<file path="src/rtl/mem_req_arbiter.sv">
// Posted-write FIFO: single-clock, count-based full/empty, pointers wrap naturally.
// Latency: pushed entry visible at head_dat the cycle after the push edge.
// Backpressure: push ignored while full, pop ignored while empty; push+pop together keep count.
module mem_req_fifo #(
    parameter int W     = 8,
    parameter int DEPTH = 4
) (
    input  logic         clk,
    input  logic         reset,
    input  logic         push_vld,
    input  logic [W-1:0] push_dat,
    input  logic         pop_rdy,
    output logic [W-1:0] head_dat,
    output logic         full,
    output logic         empty
);
    localparam int PW = $clog2(DEPTH);
    localparam logic [PW:0] FULL_CNT = (PW + 1)'(DEPTH);

    logic [W-1:0]  mem [DEPTH];
    logic [PW-1:0] wr_ptr;
    logic [PW-1:0] rd_ptr;
    logic [PW:0]   count;
    logic          push;
    logic          pop;

    assign full     = (count == FULL_CNT);
    assign empty    = (count == '0);
    assign push     = push_vld && !full;
    assign pop      = pop_rdy && !empty;
    assign head_dat = mem[rd_ptr];

    always_ff @(posedge clk) begin
        if (reset) begin
            wr_ptr <= '0;
            rd_ptr <= '0;
            count  <= '0;
        end else begin
            if (push) wr_ptr <= wr_ptr + 1'b1;
            if (pop)  rd_ptr <= rd_ptr + 1'b1;
            case ({push, pop})
                2'b10:   count <= count + 1'b1;
                2'b01:   count <= count - 1'b1;
                default: count <= count;
            endcase
        end
    end

    always_ff @(posedge clk) begin
        if (push) mem[wr_ptr] <= push_dat;
    end
endmodule

// VIC/CPU request front-end serialising byte transactions onto the PSRAM controller handshake.
// Latency: grant 1 cycle after a candidate appears in IDLE, o_cs low the following cycle.
// Backpressure: o_vicReady/o_cpuReady drop while the pending-read slot or the write FIFO is occupied.
module mem_req_arbiter #(
    parameter int ADDR_W     = 24,
    parameter int FIFO_DEPTH = 4,
    parameter int TIMEOUT    = 255
) (
    input  logic              i_clkRAM,
    input  logic              reset,
    input  logic              i_vicReq,
    input  logic [ADDR_W-1:0] i_vicAddress,
    output logic              o_vicReady,
    output logic [7:0]        o_vicData,
    output logic              o_vicValid,
    input  logic              i_cpuReq,
    input  logic              i_cpuWrite,
    input  logic              i_cpuBank,
    input  logic [ADDR_W-1:0] i_cpuAddress,
    input  logic [7:0]        i_cpuData,
    output logic              o_cpuReady,
    output logic [7:0]        o_cpuData,
    output logic              o_cpuValid,
    output logic              o_cs,
    output logic              o_write,
    output logic              o_bank,
    output logic [ADDR_W-1:0] o_address,
    output logic [7:0]        o_dataToWrite,
    input  logic              i_busy,
    input  logic [7:0]        i_dataRead,
    input  logic              i_dataReady,
    output logic              o_error
);
    typedef enum logic [1:0] {IDLE, ISSUE, WAIT_BUSY, WAIT_DONE} state_t;
    typedef enum logic {SIDE_CPU, SIDE_VIC} side_t;
    typedef struct packed {
        logic              bank;
        logic [ADDR_W-1:0] addr;
        logic [7:0]        dat;
    } wr_req_t;

    localparam int CNT_W = $clog2(TIMEOUT + 1);
    localparam logic [CNT_W-1:0] WD_LAST = CNT_W'(TIMEOUT - 1);

    state_t            state_q, state_d;
    side_t             last_grant_q, owner_q, grant_side;
    logic              grant, txn_done, txn_abort, txn_end;
    logic              vic_pend_q;
    logic [ADDR_W-1:0] vic_addr_q;
    logic              cpu_rd_pend_q, cpu_rd_bank_q;
    logic [ADDR_W-1:0] cpu_rd_addr_q;
    logic [CNT_W-1:0]  wd_cnt_q;
    logic              wd_expired;
    logic              vic_acc, cpu_rd_acc, cpu_cand;
    wr_req_t           fifo_in_dat, fifo_head_dat;
    logic              fifo_push, fifo_pop, fifo_full, fifo_empty;

    assign o_vicReady  = !vic_pend_q;
    assign o_cpuReady  = i_cpuWrite ? !fifo_full : !cpu_rd_pend_q;
    assign vic_acc     = i_vicReq && !vic_pend_q;
    assign fifo_push   = i_cpuReq && i_cpuWrite && !fifo_full;
    assign cpu_rd_acc  = i_cpuReq && !i_cpuWrite && !cpu_rd_pend_q;
    assign fifo_in_dat = '{bank: i_cpuBank, addr: i_cpuAddress, dat: i_cpuData};
    // A pending CPU read only competes once the posted writes have drained.
    assign cpu_cand    = !fifo_empty || cpu_rd_pend_q;
    assign wd_expired  = (wd_cnt_q == WD_LAST);
    assign txn_end     = txn_done || txn_abort;
    assign fifo_pop    = txn_end && o_write;
    assign o_cs        = (state_q != ISSUE);

    mem_req_fifo #(
        .W     ($bits(wr_req_t)),
        .DEPTH (FIFO_DEPTH)
    ) u_wr_fifo (
        .clk      (i_clkRAM),
        .reset    (reset),
        .push_vld (fifo_push),
        .push_dat (fifo_in_dat),
        .pop_rdy  (fifo_pop),
        .head_dat (fifo_head_dat),
        .full     (fifo_full),
        .empty    (fifo_empty)
    );

    always_comb begin
        state_d    = state_q;
        grant      = 1'b0;
        grant_side = SIDE_CPU;
        txn_done   = 1'b0;
        txn_abort  = 1'b0;
        case (state_q)
            IDLE: begin
                if (!i_busy && (vic_pend_q || cpu_cand)) begin
                    grant = 1'b1;
                    if (vic_pend_q && cpu_cand)
                        grant_side = (last_grant_q == SIDE_VIC) ? SIDE_CPU : SIDE_VIC;
                    else
                        grant_side = vic_pend_q ? SIDE_VIC : SIDE_CPU;
                    state_d = ISSUE;
                end
            end
            ISSUE: state_d = WAIT_BUSY;
            WAIT_BUSY: begin
                if (i_busy) begin
                    state_d = WAIT_DONE;
                end else if (wd_expired) begin
                    txn_abort = 1'b1;
                    state_d   = IDLE;
                end
            end
            WAIT_DONE: begin
                if (o_write ? !i_busy : i_dataReady) begin
                    txn_done = 1'b1;
                    state_d  = IDLE;
                end else if (wd_expired) begin
                    txn_abort = 1'b1;
                    state_d   = IDLE;
                end
            end
            default: state_d = IDLE;
        endcase
    end

    always_ff @(posedge i_clkRAM) begin
        if (reset) begin
            state_q       <= IDLE;
            last_grant_q  <= SIDE_CPU;
            owner_q       <= SIDE_CPU;
            vic_pend_q    <= 1'b0;
            vic_addr_q    <= '0;
            cpu_rd_pend_q <= 1'b0;
            cpu_rd_bank_q <= 1'b0;
            cpu_rd_addr_q <= '0;
            wd_cnt_q      <= '0;
            o_write       <= 1'b0;
            o_bank        <= 1'b0;
            o_address     <= '0;
            o_dataToWrite <= '0;
            o_vicData     <= '0;
            o_cpuData     <= '0;
            o_vicValid    <= 1'b0;
            o_cpuValid    <= 1'b0;
            o_error       <= 1'b0;
        end else begin
            state_q    <= state_d;
            o_vicValid <= 1'b0;
            o_cpuValid <= 1'b0;

            // Restart the watchdog on every state change so each wait phase gets a full budget.
            if (state_d != state_q)
                wd_cnt_q <= '0;
            else if (state_q == WAIT_BUSY || state_q == WAIT_DONE)
                wd_cnt_q <= wd_cnt_q + 1'b1;

            if (vic_acc) begin
                vic_pend_q <= 1'b1;
                vic_addr_q <= i_vicAddress;
            end
            if (cpu_rd_acc) begin
                cpu_rd_pend_q <= 1'b1;
                cpu_rd_bank_q <= i_cpuBank;
                cpu_rd_addr_q <= i_cpuAddress;
            end

            if (grant) begin
                last_grant_q <= grant_side;
                owner_q      <= grant_side;
                if (grant_side == SIDE_VIC) begin
                    o_write       <= 1'b0;
                    o_bank        <= 1'b0;
                    o_address     <= vic_addr_q;
                    o_dataToWrite <= '0;
                end else if (!fifo_empty) begin
                    o_write       <= 1'b1;
                    o_bank        <= fifo_head_dat.bank;
                    o_address     <= fifo_head_dat.addr;
                    o_dataToWrite <= fifo_head_dat.dat;
                end else begin
                    o_write       <= 1'b0;
                    o_bank        <= cpu_rd_bank_q;
                    o_address     <= cpu_rd_addr_q;
                    o_dataToWrite <= '0;
                end
            end

            // Reads free their slot on completion or abort; only completion returns data.
            if (txn_end && !o_write) begin
                if (owner_q == SIDE_VIC) begin
                    vic_pend_q <= 1'b0;
                    if (txn_done) begin
                        o_vicData  <= i_dataRead;
                        o_vicValid <= 1'b1;
                    end
                end else begin
                    cpu_rd_pend_q <= 1'b0;
                    if (txn_done) begin
                        o_cpuData  <= i_dataRead;
                        o_cpuValid <= 1'b1;
                    end
                end
            end

            if (txn_abort) o_error <= 1'b1;
        end
    end
endmodule

</file>
<file path="config.mk">
export PLATFORM = sky130hd
export DESIGN_NAME = mem_req_arbiter
export DESIGN_NICKNAME = d
export VERILOG_FILES = /design/src/rtl/mem_req_arbiter.sv
export SDC_FILE = /design/constraint.sdc
export NUM_CORES = 1
export LEC_CHECK = 0
export CAP_MARGIN = 0
export CORE_AREA = 2 2 165 119
export CTS_BUF_LIST = sky130_fd_sc_hd__clkbuf_2
export DETAILED_ROUTE_END_ITERATION = 7
export DIE_AREA = 0 0 167 121
export DONT_BUFFER_PORTS = 1
export HOLD_SLACK_MARGIN = 0.15
export PLACE_DENSITY = 0.75
export SYNTH_ARGS = -nofsm -noshare
export SYNTH_HDL_FRONTEND = slang
export SYNTH_SLANG_ARGS = --single-unit
</file>
<file path="constraint.sdc">
create_clock -name i_clkRAM -period 6.35 [get_ports i_clkRAM]
set_input_delay 0.635 -clock i_clkRAM [delete_from_list [all_inputs] [get_ports i_clkRAM]]
set_output_delay 0.635 -clock i_clkRAM [all_outputs]
set_load 0.01 [all_outputs]
</file>
==> flow_metrics.env, run 1 <==
export IMPL_p_clk_share_pct=31.9
export IMPL_dr_pass1_iters=5
export IMPL_drt_iter0_drc=461
export IMPL_via_per_inst=5.55
export IMPL_synth_area_um2=9880
export IMPL_status="completed"
export IMPL_clk_path_buf_depth=3
export IMPL_critPathKind="register to register"
export IMPL_slew_violations=0
export IMPL_layout_min_cycle_time_ns=2.98
export IMPL_initial_core_util_pct=53.3
export IMPL_max_freq_ghz=0.336
export IMPL_path_cells="or3b_2 -> o31ai_1 -> a21o_1 -> and3_1 -> ha_1 -> inv_1 -> fa_1 -> xor2_1 -> or3_1 -> a21oi_1"
export IMPL_synth_top_cell_area_share_pct=40.1
export IMPL_setup_tns_ns=0
export IMPL_crit_end="u_wr_fifo.count[2]$_SDFFE_PP0P_"
export IMPL_grt_max_degree=115
export IMPL_io_pins=128
export IMPL_synth_top_family_by_area="simple AND/OR/NAND/NOR gates"
export IMPL_synth_cell_types=45
export IMPL_syn_inst=808
export IMPL_finalHoldViolations=0
export IMPL_synth_area_per_cell_um2=12.2
export IMPL_p_comb_share_pct=8.7
export IMPL_intPower_w=0.00223
export IMPL_maxCapViolations=0
export IMPL_grt_first_pass_wirelength_um=35900
export IMPL_power_leakage_nw=3.93
export IMPL_place_congestion=0.779
export IMPL_power_density_nw_per_um2=274
export IMPL_first_global_vias=6589
export IMPL_r2r_start="state_q[1]$_SDFF_PP0_"
export IMPL_synth_edf_count=132
export IMPL_synth_seq_cells=256
export IMPL_synth_most_common_cell="nand2_1"
export IMPL_drive_gt1_share_pct=16.1
export IMPL_hold_class="input port to register"
export IMPL_cts_tree="yes"
export IMPL_rows=42
export IMPL_dr_total_vias=6582
export IMPL_drtAntennaViolNets=0
export IMPL_fp_dieW_um=167
export IMPL_async_flop_share_pct=0
export IMPL_synth_area_mux_share_pct=9.47
export IMPL_root_buffer="clkbuf_2"
export IMPL_synth_simple_gate_area_share_pct=12.4
export IMPL_synth_area_leader_cell="edfxtp_1"
export IMPL_io_buffers=0
export IMPL_cts_sinks=256
export IMPL_avgRoutedWirePerCell_um=19.4
export IMPL_slew_headroom_pct=23.1
export IMPL_ir_worst_vdd_mv=0.184
export IMPL_hpwl_um=12600
export IMPL_switchingPower_w=0.000849
export IMPL_slowest_stage="dfxtp_1"
export IMPL_clkTransAtPathRegs_ns=0.11
export IMPL_coreArea_um2=18600
export IMPL_wl_um=23000
export IMPL_critPathLaunch="state_q[1]$_SDFF_PP0_"
export IMPL_endpoint_kind="register"
export IMPL_grt_ovfl_total=0
export IMPL_post_route_period_util_pct=46.9
export IMPL_startpoint_type="register"
export IMPL_seq_area_frac_synth_pct=65.3
export IMPL_clk_latency_ns=0.83
export IMPL_dominantRegCellSynth="edfxtp_1"
export IMPL_whs_ns=0.219
export IMPL_synth_area_top_cells="edfxtp_1, dfxtp_1, mux4_2"
export IMPL_crit_required_ns=7.11
export IMPL_drc=0
export IMPL_numCtsBuffers=57
export IMPL_setup_viol=0
export IMPL_critPathMaxFanout=14
export IMPL_grt_use_total_pct=22.9
export IMPL_rr_endpoint="u_wr_fifo.count[2]$_SDFFE_PP0P_"
export IMPL_finClkSkew_ns=0.0444
export IMPL_synth_xor_area_share_pct=0.887
export IMPL_cp_arrival_ns=3.74
export IMPL_cts_setup_buffers=0
export IMPL_yosys_warnings=0
export IMPL_critPathMaxStageDelay_ns=0.58
export IMPL_syn_to_final_growth_pct=14.1
export IMPL_nFillCells=1506
export IMPL_die_area_um2=20200
export IMPL_p_seq_share_pct=59.4
export IMPL_htreeDepth=2
export IMPL_antenna_found_initial=0
export IMPL_synth_commonest_cells="nand2_1, edfxtp_1, dfxtp_1"
export IMPL_rrSetupSlack_ns=3.37
export IMPL_synth_adder_area_share_pct=1.09
export IMPL_die_h_um=121
export IMPL_tightest_slew_ns=1.15
export IMPL_swShare_pct=27.5
export IMPL_synth_compound_area_share_pct=8.23
export IMPL_rsz0062_at_grt="false"
export IMPL_diodes=0
export IMPL_nNetsFinal=976
export IMPL_syn_num_nets=888
export IMPL_worstRegToRegCells=10
-- metal layers --
layer	wire, um	track usage [%]	share of wire, %
met5	0	0	0
met4	278	6.68	1.2
met3	1910	5.94	8.3
met2	10800	36.1	47
met1	9990	31.7	43
-- cells in the final DEF, fill, tap and decap left out, types with 11 or more instances in the layout --
cell type / count
a21oi_1: 78
clkbuf_2: 80
clkinv_1: 22
dfxtp_1: 122
dlygate4sd3_1: 70
edfxtp_1: 132
inv_1: 11
mux2i_1: 17
mux4_2: 33
nand2_1: 181
nand3_1: 28
nor2_1: 48
o211ai_1: 24
-- metrics by stage --
stage	std cells	power, W	instance area [um^2]	util (%)	setup slack, ns
floorplan	808	0.00202	9880	-	3.48
global placement	1008	0.00207	10000	54.1	3.41
detailed placement	1008	0.00207	10000	54.1	3.36
CTS	1186	0.00311	11300	60.8	3.39
global route	1186	0.00323	11300	60.8	3.24
finish	1186	0.00308	11300	60.8	3.37
-- timing repair --
| action | CTS | global route |
|---|---|---|
| hold buffers | 71 | 0 |
| hold endpoints to repair | 256 | 0 |
| resized for setup | 0 | 0 |
-- critical path, delay by kind of cell, from the launching register on --
kind            cells  cell delay (ns)
xor+xnor            1             0.16
simple gates        3             1.02
fa+ha+maj           2             0.62
buf+inv             1             0.06
flops               1             0.58
compound gates      3             0.49
-- cell families after synthesis --
family,count (synthesis)
simple gates,291
flops,256
compound gates,131
buf+inv,60
mux,52
xor+xnor,10
fa+ha+maj,8
-- state kept, by name, indices dropped and copies added, names as in the netlist, 2 cells and up, named ones only --
signal and cells:
wd_cnt_q 8, o_dataToWrite 8, u_wr_fifo.rd_ptr 2, cpu_rd_addr_q 24, u_wr_fifo.count 3, u_wr_fifo.mem 132
u_wr_fifo.wr_ptr 2, vic_addr_q 24, o_cpuData 8, o_address 24, state_q 2, o_vicData 8
-- power by group through the flow --
stage / registers [W] / logic (W) / clock network [W]
3_5_place_dp: 0.00187 / 0.000203 / 0
2_1_floorplan: 0.00186 / 0.000164 / 0
5_1_grt: 0.00184 / 0.000293 / 0.00110
6_report: 0.00183 / 0.000267 / 0.000985
4_1_cts: 0.00183 / 0.000266 / 0.00101
3_3_place_gp: 0.00187 / 0.000199 / 0
-- area by class of cell --
| type | count | area, um^2 | area share (%) |
|---|---|---|---|
| Inverter | 11 | 41.3 | 0.366 |
| Tap cell | 242 | 303 | 2.69 |
| Timing Repair Buffer | 78 | 781 | 6.93 |
| Multi-Input combinational cell | 492 | 3190 | 28.3 |
| Clock buffer | 80 | 400 | 3.55 |
| Clock inverter | 27 | 105 | 0.933 |
| Sequential cell | 256 | 6450 | 57.2 |
-- how the worst min path moves through the flow --
stage,startpoint,to,slack [ns],cells after the start
final,i_cpuWrite,u_wr_fifo.wr_ptr[0]$_SDFFE_PP0P_,0.22,4
after global routing,i_busy,o_error$_SDFFE_PP0P_,0.16,4
after global placement,cpu_rd_bank_q$_SDFFE_PP0P_,cpu_rd_bank_q$_SDFFE_PP0P_,0.44,2
after CTS,i_cpuWrite,u_wr_fifo.wr_ptr[0]$_SDFFE_PP0P_,0.15,4
after floorplan,vic_addr_q[0]$_SDFFE_PP0P_,vic_addr_q[0]$_SDFFE_PP0P_,0.44,2
after detailed placement,vic_addr_q[7]$_SDFFE_PP0P_,vic_addr_q[7]$_SDFFE_PP0P_,0.44,2
No activity file was read; power rests on OpenSTA's default activity.
==> run 2, diff against run 1 <==
==> config.mk (replaced) <==
export PLATFORM = sky130hd
export DESIGN_NAME = mem_req_arbiter
export DESIGN_NICKNAME = d
export VERILOG_FILES = /design/src/rtl/mem_req_arbiter.sv
export SDC_FILE = /design/constraint.sdc
export NUM_CORES = 1
export LEC_CHECK = 0
export ABC_AREA = 1
export CAP_MARGIN = 0
export CORE_AREA = 2 2 167 120
export CTS_BUF_LIST = sky130_fd_sc_hd__clkbuf_2
export DETAILED_ROUTE_END_ITERATION = 7
export DIE_AREA = 0 0 169 122
export DONT_BUFFER_PORTS = 1
export HOLD_SLACK_MARGIN = 0.15
export PLACE_DENSITY = 0.76
export SYNTH_ARGS = -nofsm -noshare
export SYNTH_HDL_FRONTEND = slang
export SYNTH_SLANG_ARGS = --single-unit
==> constraint.sdc (replaced) <==
create_clock -name i_clkRAM -period 2.94 [get_ports i_clkRAM]
set_input_delay 0.294 -clock i_clkRAM [delete_from_list [all_inputs] [get_ports i_clkRAM]]
set_output_delay 0.294 -clock i_clkRAM [all_outputs]
set_load 0.01 [all_outputs]
==> flow_metrics.env, run 2 <==
export IMPL_final_common_cell="nand2_1"
export IMPL_hold_class="input port to register"
export IMPL_avgRoutedWirePerCell_um=18.0
export IMPL_root_buffer="clkbuf_2"
export IMPL_grt_ovfl_total=0
export IMPL_startpoint_type="register"
export IMPL_grt_first_pass_wirelength_um=42700
export IMPL_endpoint_kind="register"
export IMPL_layout_min_cycle_time_ns=2.81
export IMPL_path_cells="nor2_1 -> buf_4 -> inv_1 -> nor2_1 -> dlygate4sd3_1 -> nor2_1 -> dlygate4sd3_1"
export IMPL_synth_cell_types=35
export IMPL_clk_path_buf_depth=3
export IMPL_yosys_warnings=0
export IMPL_dr_pass1_iters=5
export IMPL_grt_use_total_pct=26.5
export IMPL_worstRegToRegCells=7
export IMPL_syn_to_final_growth_pct=21.1
export IMPL_setup_viol=0
export IMPL_initial_core_util_pct=52.8
export IMPL_power_leakage_nw=4.89
export IMPL_synth_area_um2=10200
export IMPL_slowest_stage="inv_1"
export IMPL_synth_most_common_cell="nand2_1"
export IMPL_path_common_cell="nor2_1"
export IMPL_dpl_worst_slack_ns=0.425
export IMPL_nFillCells=1522
export IMPL_drive_gt1_share_pct=11.6
export IMPL_cp_num_buf_inv=4
export IMPL_multiInputGateArea_um2=3320
export IMPL_synth_commonest_cells="nand2_1, nor2_1, edfxtp_1"
export IMPL_synth_edf_count=132
export IMPL_intPower_w=0.00505
export IMPL_die_area_um2=20600
export IMPL_tightest_slew_ns=1.26
export IMPL_first_global_vias=8663
export IMPL_critPathMaxStageDelay_ns=0.69
export IMPL_p_comb_share_pct=11.0
export IMPL_synth_area_per_cell_um2=9.56
export IMPL_wl_met1_um=11000
export IMPL_met2WireLength_um=12900
export IMPL_crit_required_ns=3.72
export IMPL_drtAntennaViolNets=0
export IMPL_status="completed"
export IMPL_io_buffers=0
export IMPL_async_flop_share_pct=0
export IMPL_finalHoldViolations=0
export IMPL_swShare_pct=28.5
export IMPL_cts_tree="yes"
export IMPL_synth_top_cell_area_share_pct=39.0
export IMPL_maxCapViolations=0
export IMPL_ir_worst_vdd_mv=0.378
export IMPL_cp_arrival_ns=3.58
export IMPL_post_route_period_util_pct=95.5
export IMPL_finClkSkew_ns=0.0359
export IMPL_antenna_found_initial=2
export IMPL_min_delay_path_depth=1
export IMPL_numCtsBuffers=58
export IMPL_rrSetupSlack_ns=0.13
export IMPL_hold_end="u_wr_fifo.mem[2][4]$_DFFE_PP_"
export IMPL_rows=43
export IMPL_critPathMaxFanout=25
export IMPL_place_congestion=0.821
export IMPL_coreArea_um2=19300
export IMPL_seq_area_frac_synth_pct=63.4
export IMPL_setup_ws_ns=0.132
export IMPL_r2r_start="vic_pend_q$_SDFF_PP0_"
export IMPL_rsz0062_at_grt="false"
export IMPL_dr_wl_met3_um=2580
export IMPL_max_freq_ghz=0.356
export IMPL_critical_path_top_delay_family="buffers and inverters"
export IMPL_via_per_inst=5.58
export IMPL_syn_num_nets=1143
export IMPL_drt_iter0_drc=803
export IMPL_htreeDepth=2
export IMPL_dr_total_vias=8482
export IMPL_p_clk_share_pct=31.6
export IMPL_regMostFlops="u_wr_fifo.mem"
export IMPL_syn_inst=1063
export IMPL_largest_register_ffs=132
export IMPL_fp_dieW_um=169
export IMPL_synth_seq_cells=256
export IMPL_slew_violations=0
export IMPL_dominantRegCellSynth="edfxtp_1"
export IMPL_min_delay_start="i_cpuData[4]"
export IMPL_cts_sinks=256
export IMPL_nNetsFinal=1301
export IMPL_rr_endpoint="vic_addr_q[13]$_SDFFE_PP0P_"
export IMPL_hpwl_um=14800
export IMPL_clkTransAtPathRegs_ns=0.15
export IMPL_switchingPower_w=0.00201
export IMPL_clk_latency_ns=0.83
export IMPL_slew_headroom_pct=16.0
export IMPL_synth_area_leader_cell="edfxtp_1"
export IMPL_cts_resized=0
export IMPL_die_h_um=122
export IMPL_final_cell_mix="nand2_1, dlygate4sd3_1, nor2_1, edfxtp_1, dfxtp_1"
export IMPL_grt_max_degree=67
export IMPL_synth_area_top_cells="edfxtp_1, dfxtp_1, nand2_1"
export IMPL_wl_um=27400
export IMPL_top_layer="met4"
export IMPL_power_density_nw_per_um2=573
export IMPL_critPathKind="register to register"
export IMPL_seqCellArea_um2=6450
export IMPL_p_seq_share_pct=57.4
export IMPL_drc=0
export IMPL_io_pins=128
export IMPL_setup_tns_ns=0
==> run 2: cell types whose count changed in the layout (fill, tap and decap cells not counted), moves of 17 or more <==
cell / previous run / this run
nor2_1: 48 / 135
o211ai_1: 24 / 0
o21ai_0: 3 / 91
dlygate4sd3_1: 70 / 138
mux2i_1: 17 / 0
nand2_1: 181 / 235
mux4_2: 33 / 0
nand3_1: 28 / 108
==> run 2: worst max path at each step <==
stage                                    start                         endpoint  depth (start not counted)  slack (ns)
2_1_floorplan  u_wr_fifo.count[0]$_SDFFE_PP0P_    u_wr_fifo.mem[0][0]$_DFFE_PP_                          4        0.35
3_3_place_gp          wd_cnt_q[0]$_SDFFE_PP0N_  u_wr_fifo.count[2]$_SDFFE_PP0P_                         15        0.50
3_5_place_dp          wd_cnt_q[0]$_SDFFE_PP0N_  u_wr_fifo.count[2]$_SDFFE_PP0P_                         15        0.42
4_1_cts                  vic_pend_q$_SDFF_PP0_      vic_addr_q[16]$_SDFFE_PP0P_                          7        0.34
5_1_grt                  vic_pend_q$_SDFF_PP0_      vic_addr_q[13]$_SDFFE_PP0P_                          7        0.06
6_report                 vic_pend_q$_SDFF_PP0_      vic_addr_q[13]$_SDFFE_PP0P_                          7        0.13
==> run 2: repair_timing <==
item | CTS | global route
setup endpoints to repair | 0 | 0
endpoints found under the hold margin | 298 | 0
hold buffers | 138 | 0
setup buffers | 0 | 0
==> run 2: area by class of cell <==
| cell class | instances | share of cell area, % |
|---|---|---|
| tap | 247 | 2.51 |
| sequential | 256 | 52.4 |
| clock buffer | 94 | 3.82 |
| timing repair buffer | 156 | 12.6 |
| inverter | 37 | 1.13 |
| multi-input combinational | 712 | 27.0 |
| clock inverter | 16 | 0.518 |
| antenna | 2 | 0.0407 |
==> run 2: worst reg2reg max path, stage by stage, from the launching register on <==
cell	delay [ns]
dfxtp_1	0.36
nor2_1	0.05
buf_4	0.21
inv_1	0.69
nor2_1	0.09
dlygate4sd3_1	0.59
nor2_1	0.16
dlygate4sd3_1	0.59
==> run 2: metrics by stage <==
step | hold slack, ns | instance area (um^2) | power [W] | util, % | cells
2_1_floorplan | 0.393 | 10200 | 0.00452 | - | 1063
3_3_place_gp | 0.366 | 10400 | 0.00467 | 53.9 | 1270
3_5_place_dp | 0.367 | 10400 | 0.00469 | 53.9 | 1270
4_1_cts | 0.153 | 12300 | 0.00703 | 63.9 | 1518
5_1_grt | 0.158 | 12300 | 0.00735 | 63.9 | 1519
6_report | 0.205 | 12300 | 0.00706 | 63.9 | 1520
==> run 2: cell families after synthesis <==
family	after synthesis	synth area share (%)
and+or+nand+nor	502	20.8
adders and majority gates	8	1.06
DFF	256	63.4
buffers and inverters	95	4.19
xor gates and xnor gates	7	0.603
AOI/OAI and AO/OA	195	9.88
==> run 2: power groups by stage <==
stage | sequential [W] | clock, W | combinational (W)
2_1_floorplan | 0.00409 | 0 | 0.000439
3_3_place_gp | 0.00412 | 0 | 0.000557
3_5_place_dp | 0.00412 | 0 | 0.000571
4_1_cts | 0.00404 | 0.00224 | 0.000751
5_1_grt | 0.00406 | 0.00243 | 0.000853
6_report | 0.00405 | 0.00223 | 0.000777
==> run 2: per-layer routing <==
metal  GRT usage, %  vias to the layer above
met5              0                        -
met4           12.7                        0
met3           7.24                       87
met2           43.9                      457
met1           32.6                     3981
li1               -                     3957
